**config.mk**
```make
export PLATFORM = sky130hd
export DESIGN_NAME = multicycle_control
export DESIGN_NICKNAME = d
export VERILOG_FILES = /design/src/rtl/mc_ctrl_pkg.sv /design/src/rtl/mc_mem_watchdog.sv /design/src/rtl/multicycle_control.sv
export SDC_FILE = /design/constraint.sdc
export NUM_CORES = 1
export LEC_CHECK = 0
export CORE_MARGIN = 5
export CORE_UTILIZATION = 45
export CTS_CLUSTER_SIZE = 24
export DETAILED_ROUTE_END_ITERATION = 16
export HOLD_SLACK_MARGIN = 0.05
export PLACE_DENSITY = 0.78
export SLEW_MARGIN = 20
export SYNTH_ARGS = -nofsm -noshare
export SYNTH_HDL_FRONTEND = slang
export SYNTH_HIERARCHICAL = 1
export SYNTH_SLANG_ARGS = --single-unit
export TNS_END_PERCENT = 1
```
**constraint.sdc**
```tcl
create_clock -name clk -period 3.2 [get_ports clk]
set_input_delay 0.64 -clock clk [delete_from_list [all_inputs] [get_ports clk]]
set_output_delay 0.64 -clock clk [all_outputs]
set_load 0.005 [all_outputs]
```
**src/rtl/mc_ctrl_pkg.sv**
```systemverilog
// Shared constants, control bundle type and output decode for the multicycle RV32 control FSM.
// EXECI decode is present only when RV_ITYPE_ADDI_EN is defined.
package mc_ctrl_pkg;

  localparam logic [3:0] S_FETCH  = 4'd0;
  localparam logic [3:0] S_DECODE = 4'd1;
  localparam logic [3:0] S_MEMADR = 4'd2;
  localparam logic [3:0] S_MEMRD  = 4'd3;
  localparam logic [3:0] S_MEMWB  = 4'd4;
  localparam logic [3:0] S_MEMWR  = 4'd5;
  localparam logic [3:0] S_EXECR  = 4'd6;
  localparam logic [3:0] S_ALUWB  = 4'd7;
  localparam logic [3:0] S_BRANCH = 4'd8;
  localparam logic [3:0] S_EXECI  = 4'd9;

  localparam logic [6:0] OP_LW   = 7'b0000011;
  localparam logic [6:0] OP_SW   = 7'b0100011;
  localparam logic [6:0] OP_R    = 7'b0110011;
  localparam logic [6:0] OP_BEQ  = 7'b1100011;
  localparam logic [6:0] OP_ADDI = 7'b0010011;

  localparam logic [1:0] ALUOP_ADD   = 2'b00;
  localparam logic [1:0] ALUOP_SUB   = 2'b01;
  localparam logic [1:0] ALUOP_FUNCT = 2'b10;

  localparam logic [1:0] SRCB_REG  = 2'b00;
  localparam logic [1:0] SRCB_FOUR = 2'b01;
  localparam logic [1:0] SRCB_IMM  = 2'b10;

  typedef struct packed {
    logic       pc_write;
    logic       pc_write_cond;
    logic       iord;
    logic       mem_read;
    logic       mem_write;
    logic       ir_write;
    logic       mem_to_reg;
    logic       reg_write;
    logic       alu_src_a;
    logic [1:0] alu_src_b;
    logic [1:0] alu_op;
    logic       pc_source;
  } ctrl_t;

  // A timeout of 0 means "wait forever"; keep a 1-bit saturating counter in that case.
  function automatic int wait_cnt_w(input int timeout);
    return (timeout > 0) ? $clog2(timeout + 1) : 1;
  endfunction

  function automatic logic is_mem_state(input logic [3:0] state);
    return (state == S_FETCH) || (state == S_MEMRD) || (state == S_MEMWR);
  endfunction

  function automatic ctrl_t decode_ctrl(input logic [3:0] state, input logic mem_ready);
    ctrl_t c;
    c = '0;
    case (state)
      S_FETCH: begin
        c.mem_read  = 1'b1;
        c.alu_src_b = SRCB_FOUR;
        c.alu_op    = ALUOP_ADD;
        c.ir_write  = mem_ready;
        c.pc_write  = mem_ready;
      end
      S_DECODE: begin
        c.alu_src_b = SRCB_IMM;
        c.alu_op    = ALUOP_ADD;
      end
      S_MEMADR: begin
        c.alu_src_a = 1'b1;
        c.alu_src_b = SRCB_IMM;
        c.alu_op    = ALUOP_ADD;
      end
      S_MEMRD: begin
        c.mem_read = 1'b1;
        c.iord     = 1'b1;
      end
      S_MEMWB: begin
        c.reg_write  = 1'b1;
        c.mem_to_reg = 1'b1;
      end
      S_MEMWR: begin
        c.mem_write = 1'b1;
        c.iord      = 1'b1;
      end
      S_EXECR: begin
        c.alu_src_a = 1'b1;
        c.alu_src_b = SRCB_REG;
        c.alu_op    = ALUOP_FUNCT;
      end
      S_ALUWB: begin
        c.reg_write = 1'b1;
      end
      S_BRANCH: begin
        c.alu_src_a     = 1'b1;
        c.alu_src_b     = SRCB_REG;
        c.alu_op        = ALUOP_SUB;
        c.pc_write_cond = 1'b1;
        c.pc_source     = 1'b1;
      end
`ifdef RV_ITYPE_ADDI_EN
      S_EXECI: begin
        c.alu_src_a = 1'b1;
        c.alu_src_b = SRCB_IMM;
        c.alu_op    = ALUOP_ADD;
      end
`endif
      default: ;
    endcase
    return c;
  endfunction

endpackage

```
**src/rtl/mc_mem_watchdog.sv**
```systemverilog
// Memory wait counter: counts stalled cycles in a memory state and pulses o_timeout
// on the cycle the count reaches MEM_TIMEOUT (never when MEM_TIMEOUT is 0).
module mc_mem_watchdog
  import mc_ctrl_pkg::*;
#(
  parameter int MEM_TIMEOUT = 16
) (
  input  logic clk,
  input  logic reset,
  input  logic i_wait,
  input  logic i_state_change,
  output logic o_timeout
);

  localparam int CW = wait_cnt_w(MEM_TIMEOUT);
  localparam logic [CW:0] LIMIT = (CW + 1)'(MEM_TIMEOUT);

  logic [CW-1:0] r_cnt;
  logic [CW:0]   w_cnt_inc;
  logic          w_sat;

  assign w_cnt_inc = {1'b0, r_cnt} + {{CW{1'b0}}, 1'b1};
  assign w_sat     = &r_cnt;

  // The current stalled cycle counts, so the timeout fires in the MEM_TIMEOUT-th waiting cycle.
  assign o_timeout = (MEM_TIMEOUT != 0) && i_wait && (w_cnt_inc == LIMIT);

  always_ff @(posedge clk) begin
    if (reset) begin
      r_cnt <= '0;
    end else if (i_state_change || o_timeout) begin
      r_cnt <= '0;
    end else if (i_wait && !w_sat) begin
      r_cnt <= w_cnt_inc[CW-1:0];
    end
  end

endmodule

```
**src/rtl/multicycle_control.sv**
```systemverilog
// Main control FSM of the multicycle RV32 datapath (lw, sw, R-type, beq; addi when
// RV_ITYPE_ADDI_EN is defined), with mem_ready stalls and a memory timeout watchdog.
module multicycle_control
  import mc_ctrl_pkg::*;
#(
  parameter int MEM_TIMEOUT = 16
) (
  input  logic       clk,
  input  logic       reset,
  input  logic [6:0] Opcode,
  input  logic       mem_ready,
  output logic       PCWrite,
  output logic       PCWriteCond,
  output logic       IorD,
  output logic       MemRead,
  output logic       MemWrite,
  output logic       IRWrite,
  output logic       MemtoReg,
  output logic       RegWrite,
  output logic       ALUSrcA,
  output logic [1:0] ALUSrcB,
  output logic [1:0] ALUOp,
  output logic       PCSource,
  output logic [3:0] State,
  output logic       IllegalOp,
  output logic       MemErr
);

  logic [3:0] r_state;
  logic       r_illegal;
  logic       r_memerr;

  logic [3:0] w_next_fsm;
  logic [3:0] w_next;
  logic [3:0] w_dec_state;
  logic       w_illegal_dec;
  logic       w_wait;
  logic       w_timeout;
  logic       w_state_change;
  ctrl_t      w_ctrl;

  assign w_wait         = is_mem_state(r_state) && !mem_ready;
  assign w_next         = w_timeout ? S_FETCH : w_next_fsm;
  assign w_state_change = (w_next != r_state);

  mc_mem_watchdog #(
    .MEM_TIMEOUT(MEM_TIMEOUT)
  ) u_watchdog (
    .clk           (clk),
    .reset         (reset),
    .i_wait        (w_wait),
    .i_state_change(w_state_change),
    .o_timeout     (w_timeout)
  );

  always_comb begin
    w_next_fsm    = r_state;
    w_illegal_dec = 1'b0;
    case (r_state)
      S_FETCH:  if (mem_ready) w_next_fsm = S_DECODE;
      S_DECODE: begin
        case (Opcode)
          OP_LW, OP_SW: w_next_fsm = S_MEMADR;
          OP_R:         w_next_fsm = S_EXECR;
          OP_BEQ:       w_next_fsm = S_BRANCH;
`ifdef RV_ITYPE_ADDI_EN
          OP_ADDI:      w_next_fsm = S_EXECI;
`endif
          default: begin
            w_next_fsm    = S_FETCH;
            w_illegal_dec = 1'b1;
          end
        endcase
      end
      S_MEMADR: w_next_fsm = (Opcode == OP_SW) ? S_MEMWR : S_MEMRD;
      S_MEMRD:  if (mem_ready) w_next_fsm = S_MEMWB;
      S_MEMWB:  w_next_fsm = S_FETCH;
      S_MEMWR:  if (mem_ready) w_next_fsm = S_FETCH;
      S_EXECR:  w_next_fsm = S_ALUWB;
      S_ALUWB:  w_next_fsm = S_FETCH;
      S_BRANCH: w_next_fsm = S_FETCH;
`ifdef RV_ITYPE_ADDI_EN
      S_EXECI:  w_next_fsm = S_ALUWB;
`endif
      default:  w_next_fsm = S_FETCH;
    endcase
  end

  always_ff @(posedge clk) begin
    if (reset) begin
      r_state   <= S_FETCH;
      r_illegal <= 1'b0;
      r_memerr  <= 1'b0;
    end else begin
      r_state <= w_next;
      if (w_illegal_dec) r_illegal <= 1'b1;
      if (w_timeout)     r_memerr  <= 1'b1;
    end
  end

  // While reset is held the outputs show FETCH, so no write strobe from an aborted state leaks out.
  assign w_dec_state = reset ? S_FETCH : r_state;
  assign w_ctrl      = decode_ctrl(w_dec_state, mem_ready);

  assign PCWrite     = w_ctrl.pc_write;
  assign PCWriteCond = w_ctrl.pc_write_cond;
  assign IorD        = w_ctrl.iord;
  assign MemRead     = w_ctrl.mem_read;
  assign MemWrite    = w_ctrl.mem_write;
  assign IRWrite     = w_ctrl.ir_write;
  assign MemtoReg    = w_ctrl.mem_to_reg;
  assign RegWrite    = w_ctrl.reg_write;
  assign ALUSrcA     = w_ctrl.alu_src_a;
  assign ALUSrcB     = w_ctrl.alu_src_b;
  assign ALUOp       = w_ctrl.alu_op;
  assign PCSource    = w_ctrl.pc_source;
  assign State       = w_dec_state;
  assign IllegalOp   = r_illegal;
  assign MemErr      = r_memerr;

endmodule

```
After elaboration in Yosys (flattened, before gate mapping):

Index checks and enable logic that the tools add are counted.

* bits in registers: 11
* bits of input ports: 10
* output and inout bits: 20
* logic and storage cells: 62

* $add $sub $neg: 1
* eq/ne operators: 19
* mux-type cells: 19
* reduce and logical (&&, ||, !) cells: 19

Operators by type and width (number)
* == test 4 x 3 -> 1 bit (second input constant): 6
* case mux 4 bit (6 select lines): 1
* two-way mux 4 bit: 5
* == test 4 x 2 -> 1 bit (second input constant): 4
* case mux 4 bit (4 select lines): 1
* == test 7 x 6 -> 1 bit (second input constant): 2
* case mux 4 bit (3 select lines): 1
* OR reduction 2 bit: 6
* two-way mux 1 bit: 10
* == test 4 x 1 -> 1 bit (second input constant): 2
* logical NOT 4 bit: 2
* == test 7 x 2 -> 1 bit (second input constant): 1
* == test 7 bit (second input constant): 1
* adder 5 x 1 -> 6 bit (second input constant): 1
* == test 6 x 5 -> 1 bit (second input constant): 1
* AND reduction 5 bit: 1
* == test 4 bit (second input constant): 1
* inequality test 4 bit: 1
* OR reduction 4 bit: 1
* logical AND 1 bit: 3
* logical OR 1 bit: 3
* two-way mux 3 bit: 1
* OR reduction 3 bit: 1
* logical NOT 1 bit: 2

Depth between registers and ports, before layout:

* depth after elaboration: 9
* gate-level depth with buffers: 12
* mapped depth without buffers: 12

Cells and area by module:

The synthesis kept the hierarchy.

By module, submodules not included
* multicycle_control: instances 1, cells an instance 89, area an instance 595.6 µm², sequential area each 120.1 µm²
* mc_mem_watchdog: instances 1, cells an instance 34, area an instance 344.1 µm², sequential area each 100.1 µm²

Worst setup path after synthesis:

Ideal clock, no wire load.

* path kind: reg-to-reg
* start: reg r_state[0]
* end: reg u_watchdog.r_cnt[3]
* library setup time: 0.075 ns
* arrival: 2.816 ns
* required time: 3.125 ns
* setup slack: 0.310 ns
* stages on the path, launching flop included: 12
* buffers on the path: 0
* clock period less this slack: 2.890 ns
* path through: dfxtp_1 -> or3_1 -> a211oi_1 -> nand3_1 -> nor4_4 -> and2_1 -> a211o_1 -> o31ai_1 -> a221o_1 -> nor2_1 -> o21ai_0 -> o22ai_1

* longest elaborated chain between the ends: 9
* elaborated cells between the ends (all ways): 19
* those cells by class: 6 x eq/ne; 5 x mux; 8 x reduce/logical

Ends and longest elaborated chain
* start, declared: line multicycle_control.sv:29 `logic [3:0] r_state;`
* start signal, assigned: line multicycle_control.sv:95 `r_state <= w_next;`
* == test 4 x 2 -> 1 bit or logical NOT 4 bit (tied branches): line mc_ctrl_pkg.sv:51 `return (state == S_FETCH) || (state == S_MEMRD) || (state == S_MEMWR);`
* logical OR 1 bit: line mc_ctrl_pkg.sv:51
* logical OR 1 bit (*): line mc_ctrl_pkg.sv:51
* logical AND 1 bit (*): line multicycle_control.sv:42 `assign w_wait = is_mem_state(r_state) && !mem_ready;`
* named net w_wait: line multicycle_control.sv:37 `logic w_wait;`
* logical AND 1 bit (*): line mc_mem_watchdog.sv:26 `assign o_timeout = (MEM_TIMEOUT != 0) && i_wait && (w_cnt_inc == LIMIT);`
* named net w_timeout: line multicycle_control.sv:38 `logic w_timeout;`
* two-way mux 4 bit (*): line multicycle_control.sv:43 `assign w_next = w_timeout ? S_FETCH : w_next_fsm;`
* inequality test 4 bit (*): line multicycle_control.sv:44 `assign w_state_change = (w_next != r_state);`
* named net w_state_change: line multicycle_control.sv:39 `logic w_state_change;`
* logical OR 1 bit (*): line mc_mem_watchdog.sv:31 `end else if (i_state_change || o_timeout) begin`
* OR reduction 2 bit (no line) (*)
* end signal, assigned: line mc_mem_watchdog.sv:34 `r_cnt <= w_cnt_inc[CW-1:0];`
* end, declared: line mc_mem_watchdog.sv:18 `logic [CW-1:0] r_cnt;`

The timed path passes the listed nets; every way through them passes the cells marked *.
A chain may end at the register's enable or synchronous reset.

Worst setup path in the final report:

* start: in reset
* end: out ALUOp[1]

* longest elaborated chain between the ends: 4
* elaborated cells between the ends (all ways): 8
* those cells by class: 4 x eq/ne; 2 x mux; 2 x reduce/logical

Ends and longest elaborated chain
* start, declared: line multicycle_control.sv:9 `input logic reset,`
* two-way mux 4 bit (*): line multicycle_control.sv:102 `assign w_dec_state = reset ? S_FETCH : r_state;`
* == test 4 x 2 -> 1 bit or == test 4 x 1 -> 1 bit (tied branches): line mc_ctrl_pkg.sv:57 `case (state)`
* OR reduction 2 bit (no line)
* case mux 4 bit (4 select lines) (*): line mc_ctrl_pkg.sv:57
* end, declared: line multicycle_control.sv:22 `output logic [1:0] ALUOp,`

Mark *: on every way between the ends. The rest lies on a longest branch, timed or not.

==> impl_summary.log <==
[metrics] cells on worst reg2reg path: 13
[metrics] detailed placer's ending HPWL: 2.06 mm
[metrics] most used cells in the layout excluding fill and tap cells: 29 x sky130_fd_sc_hd__clkdlybuf4s50_1, 14 x sky130_fd_sc_hd__buf_4, 11 x sky130_fd_sc_hd__nor2_1, 11 x sky130_fd_sc_hd__nand2_1, 10 x sky130_fd_sc_hd__dfxtp_1
[metrics] number of distinct standard cells referenced by the synthesized netlist: 43
[metrics] cell area after technology mapping: 940 sq um
[metrics] areal power density over the cells: 223 mW/mm^2
[metrics] Crit. End Element: primary output
[metrics] required arrival time at the worst endpoint: 2.56 ns
[metrics] placeable core region: 0.00198 sq mm
[metrics] async set-or-reset flop fraction in the synthesized netlist: 0%
[metrics] pin count of the biggest net entering global routing: 16
[metrics] cell chosen for the clock root: sky130_fd_sc_hd__clkbuf_4
[metrics] Reg2Reg Setup Slack: 0.18 ns
[metrics] TritonCTS clock tree: built
[metrics] combined area of the multi-input logic cells: 662 sq um
[metrics] clock-pin slew reported for the worst setup and hold paths after clock tree synthesis: 0.07 ns
[metrics] antenna violations before repair: 0
[metrics] register cell area after layout: 221 sq um
[metrics] synth top area cells: sky130_fd_sc_hd__dfxtp_1 23%, sky130_fd_sc_hd__nor2_1 4.8%, sky130_fd_sc_hd__nand2_1 4.4%, sky130_fd_sc_hd__ha_1 4.0%, sky130_fd_sc_hd__nor4_1 3.3%
[metrics] Net Count, Synth: 136
[metrics] # IOs: 30
[metrics] first-iteration detailed-routing DRC count: 27
[metrics] wire length of the first global-routing pass: 4.22 mm
[metrics] Max Clock Freq: 330 MHz
[metrics] final critical-path setup slack: 0.173 ns
[metrics] highest ir drop seen on vdd: 0.307 mV
[metrics] total routing resource utilization after global routing: 16.7%
[metrics] Final Cycle Share: 94.6%
[metrics] minimum period implied by the final worst setup slack: 3.03 ns
[metrics] vias in the first global route: 977
[metrics] fraction of final layout cells sized beyond drive strength 1: 14.2%
[metrics] Avg Vias per Cell: 5.48
[metrics] transition time at the pin with the least slew margin: 0.499 ns
[metrics] starting density of the core: 47.4%
[metrics] critical path arrival: 2.39 ns
[metrics] Leak Pwr: 0.557 nW
[metrics] worst hold-check path type: reg -> reg
[metrics] # H-tree levels: 1
[metrics] die outline area: 0.00310 sq mm
[metrics] cells along the critical path: clkdlybuf4s50_1 > inv_1 > nand2_1 > buf_4 > nand2_1 > nor4_1 > clkdlybuf4s50_1
[metrics] CP Capture Point: ALUOp[1]
[metrics] Chip Width: 55.7 um
[metrics] unrepaired setup endpoints after global routing: no
[metrics] category of the critical setup timing path: in -> out
[metrics] Fillers: 165
[metrics] Post-synth top flop: sky130_fd_sc_hd__dfxtp_1
[metrics] die extent in y: 55.7 um
[metrics] Synth warnings: 6
[metrics] Worst path max stage delay: 0.61 ns
[metrics] overflow left after global routing: 0
[metrics] global placement routability congestion: 0.872
[metrics] buffers from clock root to sink, at most: 2
[metrics] Hold Vio Cnt, Final: 0
[metrics] clk_skew: 0.00500 ns
[metrics] Detailed Route WL: 2.58 mm
[metrics] Routed WL per cell: 13.6 um
[metrics] final setup vio count: 0
[metrics] area growth from synthesis to final layout: 44.9%
[metrics] launch instance of the worst register-to-register path: u_watchdog/r_cnt[0]
[metrics] critical path startpoint category: input port
[metrics] cell with the largest stage delay on the worst path: sky130_fd_sc_hd__clkdlybuf4s50_1
[metrics] post-synthesis register bit count: 11
[metrics] number of enable-type register cells in the synthesized netlist: 0
[metrics] detailed-route via count: 1035
[metrics] worst-skew pair later-pin latency: 0.26 ns
[metrics] Relative slew margins: 66.4%
[metrics] post-placement worst setup slack: -0.00199 ns
[metrics] number of cells produced by synthesis: 123
[metrics] worst r2r dst: u_watchdog/r_cnt[3]
[metrics] detailed-router iteration count before antenna repair: 4
[metrics] total number of clock tree sinks: 11
[metrics] Total Power: 0.303 mW
[metrics] NumNets Final: 176
[metrics] first element of the critical path: reset
[metrics] Max Cap Viol: 0
[metrics] count of standard-cell rows: 16
[metrics] detailed-route DRC error count: 0
[metrics] average footprint of a synthesized cell: 7.64 sq um
[metrics] leading cell type in the layout, fill and taps excluded: sky130_fd_sc_hd__clkdlybuf4s50_1
[metrics] final-report max-slew violation count: 0
[metrics] Inserted Diodes: 0
[metrics] library cell occupying the most area in the post-synthesis netlist: sky130_fd_sc_hd__dfxtp_1
[metrics] Seq/Total Area, Yosys: 23.4%
[metrics] outcome: finished clean
[metrics] TritonCTS Buffers: 3
[metrics] Port-buffer cells: 29
[metrics] Max Fanout on Critical Path: 6
[metrics] fraction of post-synthesis cell area in the top cell type by area: 23.4%
[metrics] antenna viol nets, final: 0
-- registers in the layout (all words and copies together), names as in the netlist --
signal	flops
u_watchdog/r_cnt	5
IllegalOp	1
r_state	4
MemErr	1
-- critical path: cells and delay by family --
kind	cells	cell delay, ns
buf+inv	4	1.40
simple gates	3	0.34
-- cell type report --
class	count	area share, %
multi-input combinational	98	48.6
clock buffer	4	1.93
tap	27	2.48
inverter	6	1.65
sequential	11	16.3
timing repair buffer	43	29.0
-- routing by layer --
layer | global-route usage, % | wire (um) | part of all wire (%)
met5 | 0 | 0 | 0
met4 | 4.17 | 35 | 1.4
met3 | 4.41 | 115 | 4.5
met2 | 31.1 | 1320 | 51
met1 | 18.5 | 1110 | 43
-- timing repair --
| item | CTS | global route |
|---|---|---|
| buffers inserted | 0 | 0 |
| gates resized for setup | 0 | 3 |
| hold buffers | 0 | 0 |
| setup endpoints to repair | 0 | 5 |
-- how the worst min path moves through the flow --
stage                 to  slack (ns)  cells past startpoint  startpoint
6_report       IllegalOp        0.45                      2   IllegalOp
5_1_grt        IllegalOp        0.48                      2   IllegalOp
4_1_cts        IllegalOp        0.45                      2   IllegalOp
3_5_place_dp   IllegalOp        0.44                      2   IllegalOp
3_3_place_gp   IllegalOp        0.44                      2   IllegalOp
2_1_floorplan  IllegalOp        0.44                      2   IllegalOp
-- cell usage after synthesis, types with 2 or more instances --
cell type	n
sky130_fd_sc_hd__nand2_1	11
sky130_fd_sc_hd__a21oi_1	4
sky130_fd_sc_hd__mux2i_1	3
sky130_fd_sc_hd__xor2_1	2
sky130_fd_sc_hd__nor3_1	4
sky130_fd_sc_hd__nor2b_1	4
sky130_fd_sc_hd__xnor2_1	3
sky130_fd_sc_hd__o22ai_1	2
sky130_fd_sc_hd__inv_1	6
sky130_fd_sc_hd__nor4_1	5
sky130_fd_sc_hd__a211o_1	2
sky130_fd_sc_hd__nor2_1	12
sky130_fd_sc_hd__and2_1	3
sky130_fd_sc_hd__and2b_1	2
sky130_fd_sc_hd__nand2b_1	4
sky130_fd_sc_hd__dfxtp_1	11
sky130_fd_sc_hd__and3_1	3
sky130_fd_sc_hd__a2111oi_1	3
sky130_fd_sc_hd__ha_1	3
sky130_fd_sc_hd__nand3_1	4
sky130_fd_sc_hd__buf_4	2
sky130_fd_sc_hd__or3_1	3
sky130_fd_sc_hd__o21ai_0	4
sky130_fd_sc_hd__buf_2	4
-- cell families after synthesis --
| logic type | after synthesis | share of synthesized area, % |
|---|---|---|
| XOR/XNOR | 5 | 4.66 |
| adder cells (fa/ha/maj) | 4 | 5.06 |
| flip-flops | 11 | 23.4 |
| AND/OR/NAND/NOR | 61 | 37.1 |
| buffers and inverters | 14 | 7.06 |
| multiplexers | 3 | 3.20 |
| AO/OA/AOI/OAI | 25 | 19.4 |
-- metrics by stage --
| step | utilization [%] | area (sq um) | instances | TNS [ns] | hold WS (ns) |
|---|---|---|---|---|---|
| 3_5_place_dp | 66.9 | 1330 | 185 | -0.00199 | 0.442 |
| 4_1_cts | 68.2 | 1350 | 189 | 0 | 0.452 |
| 6_report | 68.7 | 1360 | 189 | 0 | 0.447 |
| 3_3_place_gp | 66.9 | 1330 | 185 | 0 | 0.436 |
| 5_1_grt | 68.7 | 1360 | 189 | 0 | 0.483 |
| 2_1_floorplan | - | 940 | 123 | 0 | 0.442 |
-- where the power goes --
part / total [mW] / leakage (nW) / internal (mW) / switching [mW]
combinational: 0.0682 / 0.452 / 0.0380 / 0.0302
clock: 0.0934 / 0.0150 / 0.0482 / 0.0452
sequential: 0.141 / 0.0896 / 0.139 / 0.00200
Note: power is estimated with default switching activity, not from simulation.
